File: src/rtl/axi3_line_reader.sv
// ---------------------------------------------------------------------------
// axi3_line_reader
//   AXI3 read-burst master for cache-line refills. It accepts one line
//   request, issues one AR burst for a whole line and collects the R beats
//   into a line buffer. Each beat is also streamed out one cycle after it is
//   received, so the cache can restart on the critical word.
//
// Ports
//   clk, rst      clock, synchronous active-high reset
//   req_*         line request handshake (byte address of the missing word)
//   word_*        one-cycle pulse per received beat: index within line + data
//   line_*        full line (held until line_ack) and sticky error flag
//   axi3_rd_req   AR channel fields plus rready (master -> interconnect)
//   axi3_rd_resp  arready plus R channel fields (interconnect -> master)
//   arid / rid    constant read ID out; returned ID ignored (one burst only)
// ---------------------------------------------------------------------------
package axi3_line_reader_pkg;

  // 51 bits: AR channel (AXI3 lock reduced to the normal/exclusive bit) + rready
  typedef struct packed {
    logic [31:0] araddr;
    logic [3:0]  arlen;
    logic [2:0]  arsize;
    logic [1:0]  arburst;
    logic        arlock;
    logic [3:0]  arcache;
    logic [2:0]  arprot;
    logic        arvalid;
    logic        rready;
  } axi3_rd_req_t;

  // 37 bits: arready + R channel
  typedef struct packed {
    logic        arready;
    logic [31:0] rdata;
    logic [1:0]  rresp;
    logic        rlast;
    logic        rvalid;
  } axi3_rd_resp_t;

endpackage

module axi3_line_reader
  import axi3_line_reader_pkg::*;
#(
  parameter int         LINE_WORDS = 8,
  parameter int         ID_WIDTH   = 4,
  parameter int         ARID       = 0,
  parameter int         WRAP_MODE  = 0,
  parameter logic [3:0] ARCACHE    = 4'b0000
) (
  input  logic                          clk,
  input  logic                          rst,
  input  logic                          req_valid,
  output logic                          req_ready,
  input  logic [31:0]                   req_addr,
  output logic                          word_vld,
  output logic [$clog2(LINE_WORDS)-1:0] word_idx,
  output logic [31:0]                   word_data,
  output logic                          line_vld,
  input  logic                          line_ack,
  output logic [32*LINE_WORDS-1:0]      line_data,
  output logic                          line_err,
  output axi3_rd_req_t                  axi3_rd_req,
  input  axi3_rd_resp_t                 axi3_rd_resp,
  output logic [ID_WIDTH-1:0]           arid,
  input  logic [ID_WIDTH-1:0]           rid
);

  localparam int IW  = $clog2(LINE_WORDS);      // word index width
  localparam int CW  = IW + 1;                  // beat counter must reach LINE_WORDS
  localparam int OFF = $clog2(4 * LINE_WORDS);  // byte offset bits within a line

  typedef enum logic [1:0] {
    IDLE = 2'd0,
    ADDR = 2'd1,
    DATA = 2'd2,
    DONE = 2'd3
  } state_t;

  state_t          r_state;
  state_t          w_state_next;

  logic [31:0]     r_araddr;
  logic [IW-1:0]   r_idx;
  logic [CW-1:0]   r_cnt;
  logic            r_err;
  logic            r_word_vld;
  logic [IW-1:0]   r_word_idx;
  logic [31:0]     r_word_data;
  logic [31:0]     r_buf [LINE_WORDS];

  logic            w_accept;
  logic            w_beat;
  logic            w_final_beat;
  logic            w_last;
  logic            w_early;
  logic            w_arvalid;
  logic            w_rready;
  logic            w_req_ready;
  logic            w_line_vld;
  logic            w_unused;

  // The beat counter holds the number of beats already received, so the
  // beat being accepted now is the last one when the counter is LINE_WORDS-1.
  assign w_final_beat = (r_cnt == CW'(LINE_WORDS - 1));
  assign w_beat       = w_rready && axi3_rd_resp.rvalid;
  assign w_last       = axi3_rd_resp.rlast || w_final_beat;
  assign w_early      = axi3_rd_resp.rlast && !w_final_beat;
  assign w_accept     = w_req_ready && req_valid;

  // ---------------------------------------------------------------- FSM
  always_ff @(posedge clk) begin
    if (rst) begin
      r_state <= IDLE;
    end else begin
      r_state <= w_state_next;
    end
  end

  always_comb begin
    w_state_next = r_state;
    w_req_ready  = 1'b0;
    w_arvalid    = 1'b0;
    w_rready     = 1'b0;
    w_line_vld   = 1'b0;
    case (r_state)
      IDLE: begin
        w_req_ready = 1'b1;
        if (req_valid) begin
          w_state_next = ADDR;
        end
      end
      ADDR: begin
        w_arvalid = 1'b1;
        if (axi3_rd_resp.arready) begin
          w_state_next = DATA;
        end
      end
      DATA: begin
        w_rready = 1'b1;
        if (axi3_rd_resp.rvalid && w_last) begin
          w_state_next = DONE;
        end
      end
      DONE: begin
        w_line_vld = 1'b1;
        if (line_ack) begin
          w_state_next = IDLE;
        end
      end
      default: w_state_next = IDLE;
    endcase
  end

  // ------------------------------------------------- request / beat state
  always_ff @(posedge clk) begin
    if (rst) begin
      r_araddr <= '0;
      r_idx    <= '0;
      r_cnt    <= '0;
      r_err    <= 1'b0;
    end else if (w_accept) begin
      if (WRAP_MODE != 0) begin
        // Critical word first: burst starts at the missing word itself.
        r_araddr <= req_addr & ~32'h3;
        r_idx    <= req_addr[OFF-1:2];
      end else begin
        r_araddr <= req_addr & ~32'(4 * LINE_WORDS - 1);
        r_idx    <= '0;
      end
      r_cnt <= '0;
      r_err <= 1'b0;
    end else if (w_beat) begin
      // LINE_WORDS is a power of two, so the natural overflow of r_idx is
      // exactly the modulo wrap a WRAP burst needs.
      r_idx <= r_idx + 1'b1;
      r_cnt <= r_cnt + 1'b1;
      r_err <= r_err || (axi3_rd_resp.rresp != 2'b00) || w_early;
    end
  end

  // Beat stream, registered one cycle after the R handshake.
  always_ff @(posedge clk) begin
    if (rst) begin
      r_word_vld  <= 1'b0;
      r_word_idx  <= '0;
      r_word_data <= '0;
    end else begin
      r_word_vld <= w_beat;
      if (w_beat) begin
        r_word_idx  <= r_idx;
        r_word_data <= axi3_rd_resp.rdata;
      end
    end
  end

  // Line buffer: one register per word so the whole line is visible at once.
  // Words not written by a short burst keep whatever they held before.
  genvar gi;
  generate
    for (gi = 0; gi < LINE_WORDS; gi++) begin : g_buf
      always_ff @(posedge clk) begin
        if (rst) begin
          r_buf[gi] <= '0;
        end else if (w_beat && (r_idx == IW'(gi))) begin
          r_buf[gi] <= axi3_rd_resp.rdata;
        end
      end
      assign line_data[32*gi +: 32] = r_buf[gi];
    end
  endgenerate

  // ------------------------------------------------------------- outputs
  assign req_ready = w_req_ready;
  assign word_vld  = r_word_vld;
  assign word_idx  = r_word_idx;
  assign word_data = r_word_data;
  assign line_vld  = w_line_vld;
  assign line_err  = w_line_vld && r_err;
  assign arid      = ID_WIDTH'(ARID);

  // AR fields come straight from registers, so they are stable while
  // arvalid waits for arready.
  always_comb begin
    axi3_rd_req         = '0;
    axi3_rd_req.araddr  = r_araddr;
    axi3_rd_req.arlen   = 4'(LINE_WORDS - 1);
    axi3_rd_req.arsize  = 3'b010;
    axi3_rd_req.arburst = (WRAP_MODE != 0) ? 2'b10 : 2'b01;
    axi3_rd_req.arlock  = 1'b0;
    axi3_rd_req.arcache = ARCACHE;
    axi3_rd_req.arprot  = 3'b000;
    axi3_rd_req.arvalid = w_arvalid;
    axi3_rd_req.rready  = w_rready;
  end

  // Only one burst is ever outstanding, so the returned ID carries no information.
  assign w_unused = ^rid;

endmodule
File: config.mk
export PLATFORM = sky130hd
export DESIGN_NAME = axi3_line_reader
export DESIGN_NICKNAME = d
export VERILOG_FILES = /design/src/rtl/axi3_line_reader.sv
export SDC_FILE = /design/constraint.sdc
export NUM_CORES = 1
export LEC_CHECK = 0
export ABC_AREA = 0
export CORE_AREA = 3 3 166 168
export CTS_BUF_LIST = sky130_fd_sc_hd__clkbuf_4 sky130_fd_sc_hd__clkbuf_8
export DETAILED_ROUTE_END_ITERATION = 12
export DIE_AREA = 0 0 169 171
export GPL_ROUTABILITY_DRIVEN = 0
export PLACE_DENSITY = 0.8
export SETUP_SLACK_MARGIN = 0.02
export SYNTH_ARGS = -nofsm -noshare
export SYNTH_HDL_FRONTEND = slang
export SYNTH_SLANG_ARGS = --single-unit
File: constraint.sdc
create_clock -name clk -period 9.2 [get_ports clk]
set_clock_uncertainty 0.1 [all_clocks]
set_input_delay 1.38 -clock clk [delete_from_list [all_inputs] [get_ports clk]]
set_output_delay 1.38 -clock clk [all_outputs]
set_load 0.005 [all_outputs]
# == Word-level counts from Yosys, hierarchy flattened ==
# Memories as Yosys holds them, arrays and structs flattened.
# Index checks and enable logic that the tools add are counted.
# Widths: inputs -> output; s select.
# word_totals
ff_bits,73
ramBits,256
in_bits,77
n_memories,1
# op_classes
addsub,2
n_eq_ne,15
n_mux,43
bitwise,8
n_reduce_logical,22
# mem_list
name,words,word_bits,rd,rd_ports_with_merged_regs,write_ports,line,rtl
r_buf,8,32,8,0,8,91,logic [31:0] r_buf [LINE_WORDS];
# ops
op,count
$mux 32,8
$mux 1,30
$logic_and 1x1->1,13
$eq 3x3->1 const B,4
$mux 2,4
$ne 2x2->1 const B,4
$or 1x1->1,8
$pmux 2 s4,1
$eq 3x2->1 const B,2
$add 4x1->4 const B,1
$eq 2x2->1 const B,2
$eq 4x3->1 const B,1
$reduce_and 4->1,1
$add 3x1->3 const B,1
$eq 3x1->1 const B,1
$logic_not 3->1,1
$logic_or 1x1->1,3
$eq 2x1->1 const B,1
$logic_not 2->1,1
$reduce_bool 2->1,1
$reduce_or 2->1,1
$logic_not 1->1,1

# == Depth between registers and ports, before layout ==
# Gate-level depths: netlist of the first run.
# depth
word_depth,8
ltp_mapped,7
ltp_nobuf,6

# == Worst setup path before layout of the first run ==
# Ideal clock, no wire load.
# synth_timing
path_kind,input port to flip-flop
startpoint,in axi3_rd_resp[0] (netlist name)
endpoint,"mem r_buf[0][0], enable pin"
setup_ps,470
t_arrival_ps,4126
slack_ps,4504
path_stages,3
path_buffers,1
path_cell_list,nand2_1 > clkbuf_1 > o31ai_1
# synth_lines
item,line,rtl
start: declaration,65,"input axi3_rd_resp_t axi3_rd_resp,"
end: declaration,91,

==> summary.md, run 1 <==
| Metric | Value |
|---|---|
| Peak supply drop | `150 uV` |
| Buffers on Ports | `391` |
| Site row count | `59` |
| Layout cells sized above 1 | `0.0850` |
| Worst Tran Pin Value | `approximately 1.3 ns` |
| Die height | `171 um` |
| Outcome | `completed` |
| Die X | `169 um` |
| Starting Density | `0.484` |
| Post-Route WL | `36.3 mm` |
| Post-synth EDFFs | `256` |
| Seq cells post-synth | `~330` |
| Startpoint Class | `input pin` |
| R2R depth | `5` |
| Register area share after synthesis | `0.726` |
| WL per Instance | `21.2 um` |
| Placed cells | `1619` |
| Largest net degree at the start of global routing | `65` |
| Endpoints failing hold | `0` |
| TritonCTS clock tree | `done` |
| Final Setup Violations | `0` |
| Clock root buffer | `clkbuf_8` |
| Synth Area per Inst | `13.5 um^2` |
| YS warnings | `0` |
| Core area | `26100 um^2` |
| Final #Nets | `about 1400` |
| Finished Core Util | `0.681` |
| Cell area after synthesis | `12600 um^2` |
| Critical Path Start | `axi3_rd_resp[0]` |
| All-Layer GR Usage | `0.246` |
| WHS Path Cells | `2` |
| Lkg Pwr | `6.60 nW` |
| Final Cycle Share | `0.410` |
| Clock slew at reported path FFs | `around 0.050 ns` |
| Tightest Hold Check Type | `register to register` |
| Synth cell count leaders | `258 x and2_1, 256 x edfxtp_1, 143 x nand2_1` |
| Req. time, crit path | `slightly above 9 ns` |
| Initial antenna violation count | `0` |
| Die area | `around 29000 um^2` |
| Post-CTS Setup Bufs | `0` |
| First-pass GRT wire length | `53.3 mm` |
| Drt pass-1 iters | `5` |
| Post-DP HPWL | `24.7 mm` |
| # fillers | `1791` |
| Max Freq | `about 270 MHz` |
| Async SR Flop Fraction | `0` |
| Clock latency on the worst-skew pair | `0.54 ns` |
| Drt drc | `0` |
| Kind of critical path | `input pin to register` |
| CTS Buf Count | `52` |
| Most common flop cell mapped by yosys | `edfxtp_1` |
| RSZ-0062 raised after global routing | `false` |
| Initial DRC count | `between 700 and 800` |
| Layout area overhead | `40.8%` |
| Area of the multi-input gates | `3070 um^2` |
| CP arrival | `roughly 3.9 ns` |
| Vias in the first global route | `between 8000 and 9000` |
| Min-delay src | `r_araddr[20]` |
| Most frequent cell after synthesis | `and2_1` |
| Clock buffer depth | `3` |
| RR Startpoint | `r_state[0]` |
| Worst Path Max Fanout | `between 40 and 50` |
| Synth top area share | `0.610` |
| Setup TNS | `0 ns` |
| Antenna-violating nets left | `0` |
| Ant diodes | `0` |
| Vias per inst | `5.01` |
| Grt total ovfl | `0` |
| Resized cells post-CTS | `0` |
| Pins Over Slew Limit | `0` |
| Hold Slack | `0.353 ns` |
| Non-Filler Instances | `1712` |
| Synth Instances | `between 900 and 1000` |
| Register area | `9150 um^2` |
| Area leader, netlist | `edfxtp_1` |
| Hold Buf Count CTS | `0` |
| Max-Cap Viols | `0` |
| H-Tree Depth | `2` |
| CP Capture Type | `register` |
| Synth area leaders | `edfxtp_1 61%, and2_1 13%, dfxtp_1 12%` |
| Synth unique cells | `34` |
| Clk sink count | `329` |
| Period minus WS final | `3.77 ns` |
| Routed vias | `8583` |
| Power Dens Cells | `197 nW/um^2` |
| Slew margin rel. | `0.139` |
| IO Pins | `427` |
through the flow:
stage               setup slack (ns)  area (um^2)  power [mW]
global placement                4.83        16700        2.25
detailed placement              4.81        16700        2.27
global route                    5.27        17700        3.64
floorplan                       4.50        12700        1.97
finish                          5.43        17700        3.50
CTS                             5.40        17700        3.52
path summary, 6_finish.rpt:
path / end / slack [ns]
min: r_araddr[20] / 0.35
max reg2reg: r_buf[0][95] / 5.96
min reg2reg: r_araddr[20] / 0.35
max: r_buf[0][95] / 5.43
cell usage in the layout, fill, tap and decap left out, types with 2 or more instances in the layout:
master and instances:
clkinv_1 9, xnor2_1 2, ha_1 11, xor2_1 2, o21ai_4 3, dfxtp_1 73
nand2_1 140, clkbuf_4 15, inv_1 12, nor2_2 6, nor2_1 7, o31ai_4 3
and3_4 2, conb_1 26, clkbuf_8 60, bufinv_16 2, a21oi_1 64, and2_1 258
edfxtp_1 256, o21ai_0 2, nand2_2 3, buf_4 10, clkdlybuf4s50_1 390, clkinv_2 5
final cells by class:
type	count	share of cell area
Multi-Input combinational cell	541	0.173
Inverter	13	0.00275
Tap cell	335	0.0236
Clock buffer	75	0.0529
Clock inverter	18	0.00755
Sequential cell	329	0.516
Timing Repair Buffer	401	0.225
layer usage:
metal | vias to the layer above | global-route usage | wire length, um
li1 | 3900 | - | -
met1 | 4105 | 0.286 | 12800
met2 | 488 | 0.440 | 18600
met3 | 90 | 0.0605 | 3550
met4 | 0 | 0.0967 | 1350
met5 | - | 0 | 0
flip-flops by register name, indices dropped and copies added, names as in the netlist:
register   cells
r_state        2
word_idx       3
r_idx          3
r_araddr      27
r_buf        256
word_data     32
r_cnt          4
r_err          1
word_vld       1
critical path: stages:
cell	delay, ns
clkdlybuf4s50_1	0.55
nand2_2	0.60
o31ai_4	0.88
buf_4	0.45
cell families (layout without fill, tap and decap cells):
logic type,Yosys count,in the layout,synth area share
xor+xnor,4,4,0.00278
buf+inv,87,507,0.0443
other cells,2,26,0.000596
compound gates,77,77,0.0332
simple gates,422,422,0.181
fa+ha+maj,11,11,0.0109
flops,329,329,0.726
mux,1,1,0.000794
where the power goes:
group	internal, mW	switching [mW]	total, mW
logic	0.237	0.251	0.488
registers	1.70	0.0447	1.74
clock network	0.710	0.554	1.26
No activity file was read; power rests on OpenSTA's default activity.
==> run 2: changes to the inputs <==
- CORE_AREA: 3 3 166 168 -> unset
- CORE_MARGIN: unset -> 3
- CORE_UTILIZATION: unset -> 43
- DIE_AREA: 0 0 169 171 -> unset
- PLACE_DENSITY: 0.8 -> 0.76
- clock period: 9.2 -> 3.25 ns (I/O delays scaled with it)
==> run 2 against run 1 <==
Cell area grew 0.64%. Worst setup slack lost 4.8 ns. Sequential power grew to 2.8 times the previous value. Final cell count grew 3.9%. Die area grew 8.6%. Hold slack lost 0.11 ns. Sequential share of layout area shrank 0.33 points. Sequential cell count is the same. Global-route usage shrank 2.0 points. Combinational power grew to 2.9 times the previous value. Critical path type is now register to output port. Critical endpoint is now axi3_rd_req[0]. Largest cell class unchanged. Highest routed layer unchanged.
==> summary.md, run 2 (same netlist as run 1, synthesis figures left out) <==
| Metric | Value |
|---|---|
| TritonCTS clock tree | `done` |
| Power Dens Cells | `544 nW/um^2` |
| Post-CTS Setup Bufs | `0` |
| Post-Route WL | `36.4 mm` |
| CP arrival | `a little over 2 ns` |
| Vias in the first global route | `8653` |
| Final Cycle Share | `0.814` |
| CP cell instances | `inv_1 -> ha_1 -> clkdlybuf4s50_1` |
| Highest-delay cell along the critical path | `clkdlybuf4s50_1` |
| Max-Cap Viols | `0` |
| Setup WS post-layout | `0.605 ns` |
| Layout area overhead | `41.7%` |
| Initial antenna violation count | `1` |
| Largest net degree at the start of global routing | `33` |
| Delay-heaviest family, CP | `buffers and inverters` |
| CP Capture Type | `output port` |
| Drt pass-1 iters | `5` |
| Routed vias | `8603` |
| Die X | `177 um` |
| Final Setup Violations | `0` |
| Tightest Hold Check Type | `input pin to register` |
| First-pass GRT wire length | `52.4 mm` |
| H-Tree Depth | `2` |
| Peak supply drop | `between 300 and 400 uV` |
| IO Pins | `427` |
| Core area | `around 29000 um^2` |
| Lkg Pwr | `6.62 nW` |
| Buffers on Ports | `391` |
| Hold Buf Count CTS | `0` |
| Ant diodes | `0` |
| WL per Instance | `20.5 um` |
| Resized cells post-CTS | `0` |
| Post-DP HPWL | `around 25 mm` |
| Clock latency on the worst-skew pair | `0.55 ns` |
| Finished Core Util | `0.620` |
| Clock buffer depth | `3` |
| Max reg flops | `256` |
| RSZ-0062 raised after global routing | `false` |
| Pins Over Slew Limit | `0` |
| Vias per inst | `4.84` |
| Final #Nets | `~1400` |
| Outcome | `completed` |
| Worst path max stage delay | `~0.7 ns` |
| Site row count | `62` |
| Worst Path Max Fanout | `7` |
| All-Layer GR Usage | `0.225` |
| Clk sink count | `329` |
| Starting Density | `0.438` |
| Antenna-violating nets left | `0` |
| CTS Buf Count | `51` |
| Initial DRC count | `628` |
| Die area | `between 30000 and 40000 um^2` |
| Grt total ovfl | `0` |
| Period minus WS final | `2.64 ns` |
| Endpoints failing hold | `0` |
| Most frequent cells in the layout | `390 x clkdlybuf4s50_1, 258 x and2_1, 256 x edfxtp_1` |
| Worst Tran Pin Value | `1.25 ns` |
| Clock root buffer | `clkbuf_8` |
| Startpoint Class | `register` |
| Kind of critical path | `register to output port` |
| Die height | `177 um` |
| # fillers | `between 2000 and 2500` |
| RR Startpoint | `r_state[0]` |
| CP bufs+invs | `2` |
| Slew margin rel. | `0.165` |
| Min-delay src | `rst` |
| Layout cells sized above 1 | `0.0911` |
| Register with the most flip-flops | `r_buf` |
| Most common cell after layout, fill and taps aside | `clkdlybuf4s50_1` |
| Clock slew at reported path FFs | `0.06 ns` |
| Max Freq | `~380 MHz` |
| Req. time, crit path | `2.66 ns` |
| Critical Path Start | `r_state[0]` |
| Drt drc | `0` |
| Pre-CTS setup slack | `0.371 ns` |
run 2: layout make-up:
| class | instances | area [um^2] | share of cell area |
|---|---|---|---|
| Sequential cell | 329 | 9150 | 0.512 |
| Timing Repair Buffer | 416 | 4110 | 0.230 |
| Inverter | 13 | 48.8 | 0.00273 |
| Clock inverter | 27 | 159 | 0.00890 |
| Multi-Input combinational cell | 541 | 3070 | 0.172 |
| Tap cell | 384 | 480 | 0.0269 |
| Clock buffer | 68 | 836 | 0.0468 |
run 2: where the power goes:
group	leakage (nW)	switching, mW	internal [mW]
combinational	2.87	0.731	0.699
clock	0.518	1.59	1.77
sequential	3.24	0.122	4.81
total	6.62	2.44	7.27
run 2: path summary, 6_finish.rpt:
| kind | end | slack (ns) | cells after the start |
|---|---|---|---|
| worst max-delay path | axi3_rd_req[0] | 0.61 | 3 |
| worst min-delay path | r_araddr[14] | 0.24 | 2 |
| worst max register to register | r_buf[1][64] | 0.80 | 5 |
| worst min register to register | r_araddr[29] | 0.35 | 2 |
run 2: layer usage:
| metal | vias to the layer above | part of all wire | GRT usage |
|---|---|---|---|
| li1 | 3935 | - | - |
| met5 | - | 0 | 0 |
| met3 | 79 | 0.10 | 0.0682 |
| met1 | 4112 | 0.37 | 0.267 |
| met4 | 0 | 0.036 | 0.0900 |
| met2 | 477 | 0.49 | 0.385 |
run 2: metrics by stage:
step	power, mW	cells	TNS (ns)	cell area [um^2]	hold slack, ns
3_3_place_gp	6.43	1683	0	16900	0.342
4_1_cts	9.80	1778	0	17900	0.212
2_1_floorplan	5.59	957	-73.10	12700	0.353
5_1_grt	10.1	1778	0	17900	0.228
6_report	9.71	1778	0	17900	0.244
3_5_place_dp	6.46	1683	0	16900	0.347
==> run 3: changes to the inputs <==
- clock period: 3.25 -> 2.2 ns (I/O delays scaled with it)
==> run 3 against run 2 <==
Worst setup slack lost 0.44 ns. Non-clock buffer count grew 11. Final cell count grew 0.73%. Combinational power grew 56%. Critical path type unchanged. Critical endpoint is now line_vld. Largest power group unchanged.
==> summary.md, run 3 (same netlist as run 1, synthesis figures left out) <==
| Metric | Value |
|---|---|
| Outcome | `completed` |
| Setup TNS | `0 ns` |
| IO Pins | `427` |
| Met3 Usage GRT | `0.0622` |
| Req. time, crit path | `1.77 ns` |
| Max-Cap Viols | `0` |
| Startpoint Class | `register` |
| Starting Density | `0.438` |
| Seq pwr share | `0.496` |
| CTS Buf Count | `53` |
| Power share of the combinational group | `0.152` |
| First-pass GRT wire length | `53.6 mm` |
| Kind of critical path | `register to output port` |
| Post-Route WL | `37.3 mm` |
| Clk pwr share | `0.352` |
| Most Crowded Layer GR | `met2` |
| Final Setup Violations | `0` |
| Power Dens Cells | `roughly 810 nW/um^2` |
| Most frequent cells in the layout | `386 x clkdlybuf4s50_1, 258 x and2_1, 256 x edfxtp_1` |
| Worst Path Max Fanout | `4` |
| Max Freq | `491 MHz` |
| Hold Slack | `0.208 ns` |
| Most common cell after layout, fill and taps aside | `clkdlybuf4s50_1` |
| Lkg Pwr | `6.81 nW` |
| Buffers on Ports | `around 390` |
| Hold Buf Count CTS | `0` |
| Clock slew at reported path FFs | `0.06 ns` |
| Largest net degree at the start of global routing | `64` |
| WL per Instance | `about 21 um` |
| Endpoints failing hold | `0` |
| Drt pass-1 iters | `5` |
| Initial DRC count | `569` |
| Die area | `between 30000 and 40000 um^2` |
| Clock root buffer | `clkbuf_8` |
| Highest-delay cell along the critical path | `clkdlybuf4s50_1` |
| Clock latency on the worst-skew pair | `0.56 ns` |
| Post-DP HPWL | `25.4 mm` |
| Core area | `about 29000 um^2` |
| Met1 usage | `0.277` |
| Site row count | `62` |
| H-Tree Depth | `2` |
| Period minus WS final | `between 2 and 2.5 ns` |
| Register with the most flip-flops | `r_buf` |
| Grt total ovfl | `0` |
| Die height | `177 um` |
| Net Sw Frac | `0.248` |
| Layout area overhead | `44.8%` |
| Post-CTS Setup Bufs | `0` |
| Switching pwr | `3.65 mW` |
| Worst Tran Pin Value | `roughly 0.75 ns` |
| CP cell instances | `ha_4 -> clkdlybuf4s50_1` |
| Drt drc | `0` |
| Vias in the first global route | `8659` |
| RSZ-0062 raised after global routing | `false` |
| CP arrival | `1.61 ns` |
| Final #Nets | `1453` |
| Peak supply drop | `574 uV` |
| Slew margin rel. | `0.501` |
| Vias per inst | `4.85` |
| Clk sink count | `329` |
| Pins Over Slew Limit | `0` |
| Worst path max stage delay | `0.50 ns` |
| CP Capture Type | `output port` |
| Int Pwr | `approximately 11 mW` |
| Tightest Hold Check Type | `input pin to register` |
| Placed cells | `about 1700` |
| TritonCTS clock tree | `done` |
| Initial antenna violation count | `1` |
| Routed vias | `8692` |
| Non-Filler Instances | `1791` |
| Antenna-violating nets left | `0` |
| Grt met2 use | `0.384` |
| Max reg flops | `around 260` |
| All-Layer GR Usage | `0.228` |
| Clock buffer depth | `3` |
| Final Cycle Share | `0.925` |
| Layout cells sized above 1 | `0.107` |
| Die X | `177 um` |
-- run 3: changes by cell type in the layout (fill, tap and decap cells not counted), sizes merged --
| cell | delta |
|---|---|
| buf | +11 |
| clkinvlp | -3 |
| dlymetal6s2s | +1 |
| clkbuf | +9 |
| clkdlybuf4s50 | -4 |
| dlygate4sd2 | +3 |
| diode | +1 |
| clkinv | -5 |
-- run 3: area by class of cell --
class                      count  area (um^2)
fill                        2133        10500
sequential                   329         9150
timing repair buffer         427         4400
multi-input combinational    541         3120
clock buffer                  77          928
tap                          384          480
clock inverter                19          110
inverter                      13         48.8
antenna                        1         2.50
-- run 3: timing repair --
action	CTS	global route
gates resized for setup	10	1
endpoints found under the setup margin	6	1
pin swaps	0	0
-- run 3: final timing paths --
path	slack (ns)	depth (start not counted)	startpoint	to
worst min register to register	0.35	2	word_data[30]	word_data[30]
worst max-delay path	0.16	2	r_state[0]	line_vld
worst min-delay path	0.21	3	req_addr[27]	r_araddr[27]
worst max register to register	0.25	6	r_state[0]	r_buf[1][27]
-- run 3: per-stage QoR --
step | power, mW | area, um^2 | setup WS (ns) | util
after global routing | 15.3 | 18200 | 0.0804 | 0.634
after global placement | 9.60 | 17200 | -0.211 | 0.597
after CTS | 14.9 | 18200 | 0.0230 | 0.634
after detailed placement | 9.65 | 17200 | -0.277 | 0.597
final | 14.7 | 18200 | 0.165 | 0.634
after floorplan | 8.31 | 12800 | -0.00928 | -
-- run 3: power by group through the flow --
stage                     sequential (mW)  clock (mW)  combinational [mW]
after floorplan                      7.44           0               0.867
after global placement               7.39           0                2.21
after detailed placement             7.41           0                2.24
after CTS                            7.30        5.28                2.27
after global routing                 7.33        5.52                2.41
final                                7.29        5.17                2.23
-- run 3: routing by layer --
layer | vias up | part of all wire
met3 | 101 | 0.093
li1 | 3964 | -
met2 | 488 | 0.49
met5 | - | 0
met4 | 0 | 0.039
met1 | 4139 | 0.38
-- run 3: worst max-delay path, delay by kind of cell, from the launching register on --
kind / cells / cell delay, ns
fa+ha+maj: 1 / 0.16
buf+inv: 1 / 0.50
flops: 1 / 0.38
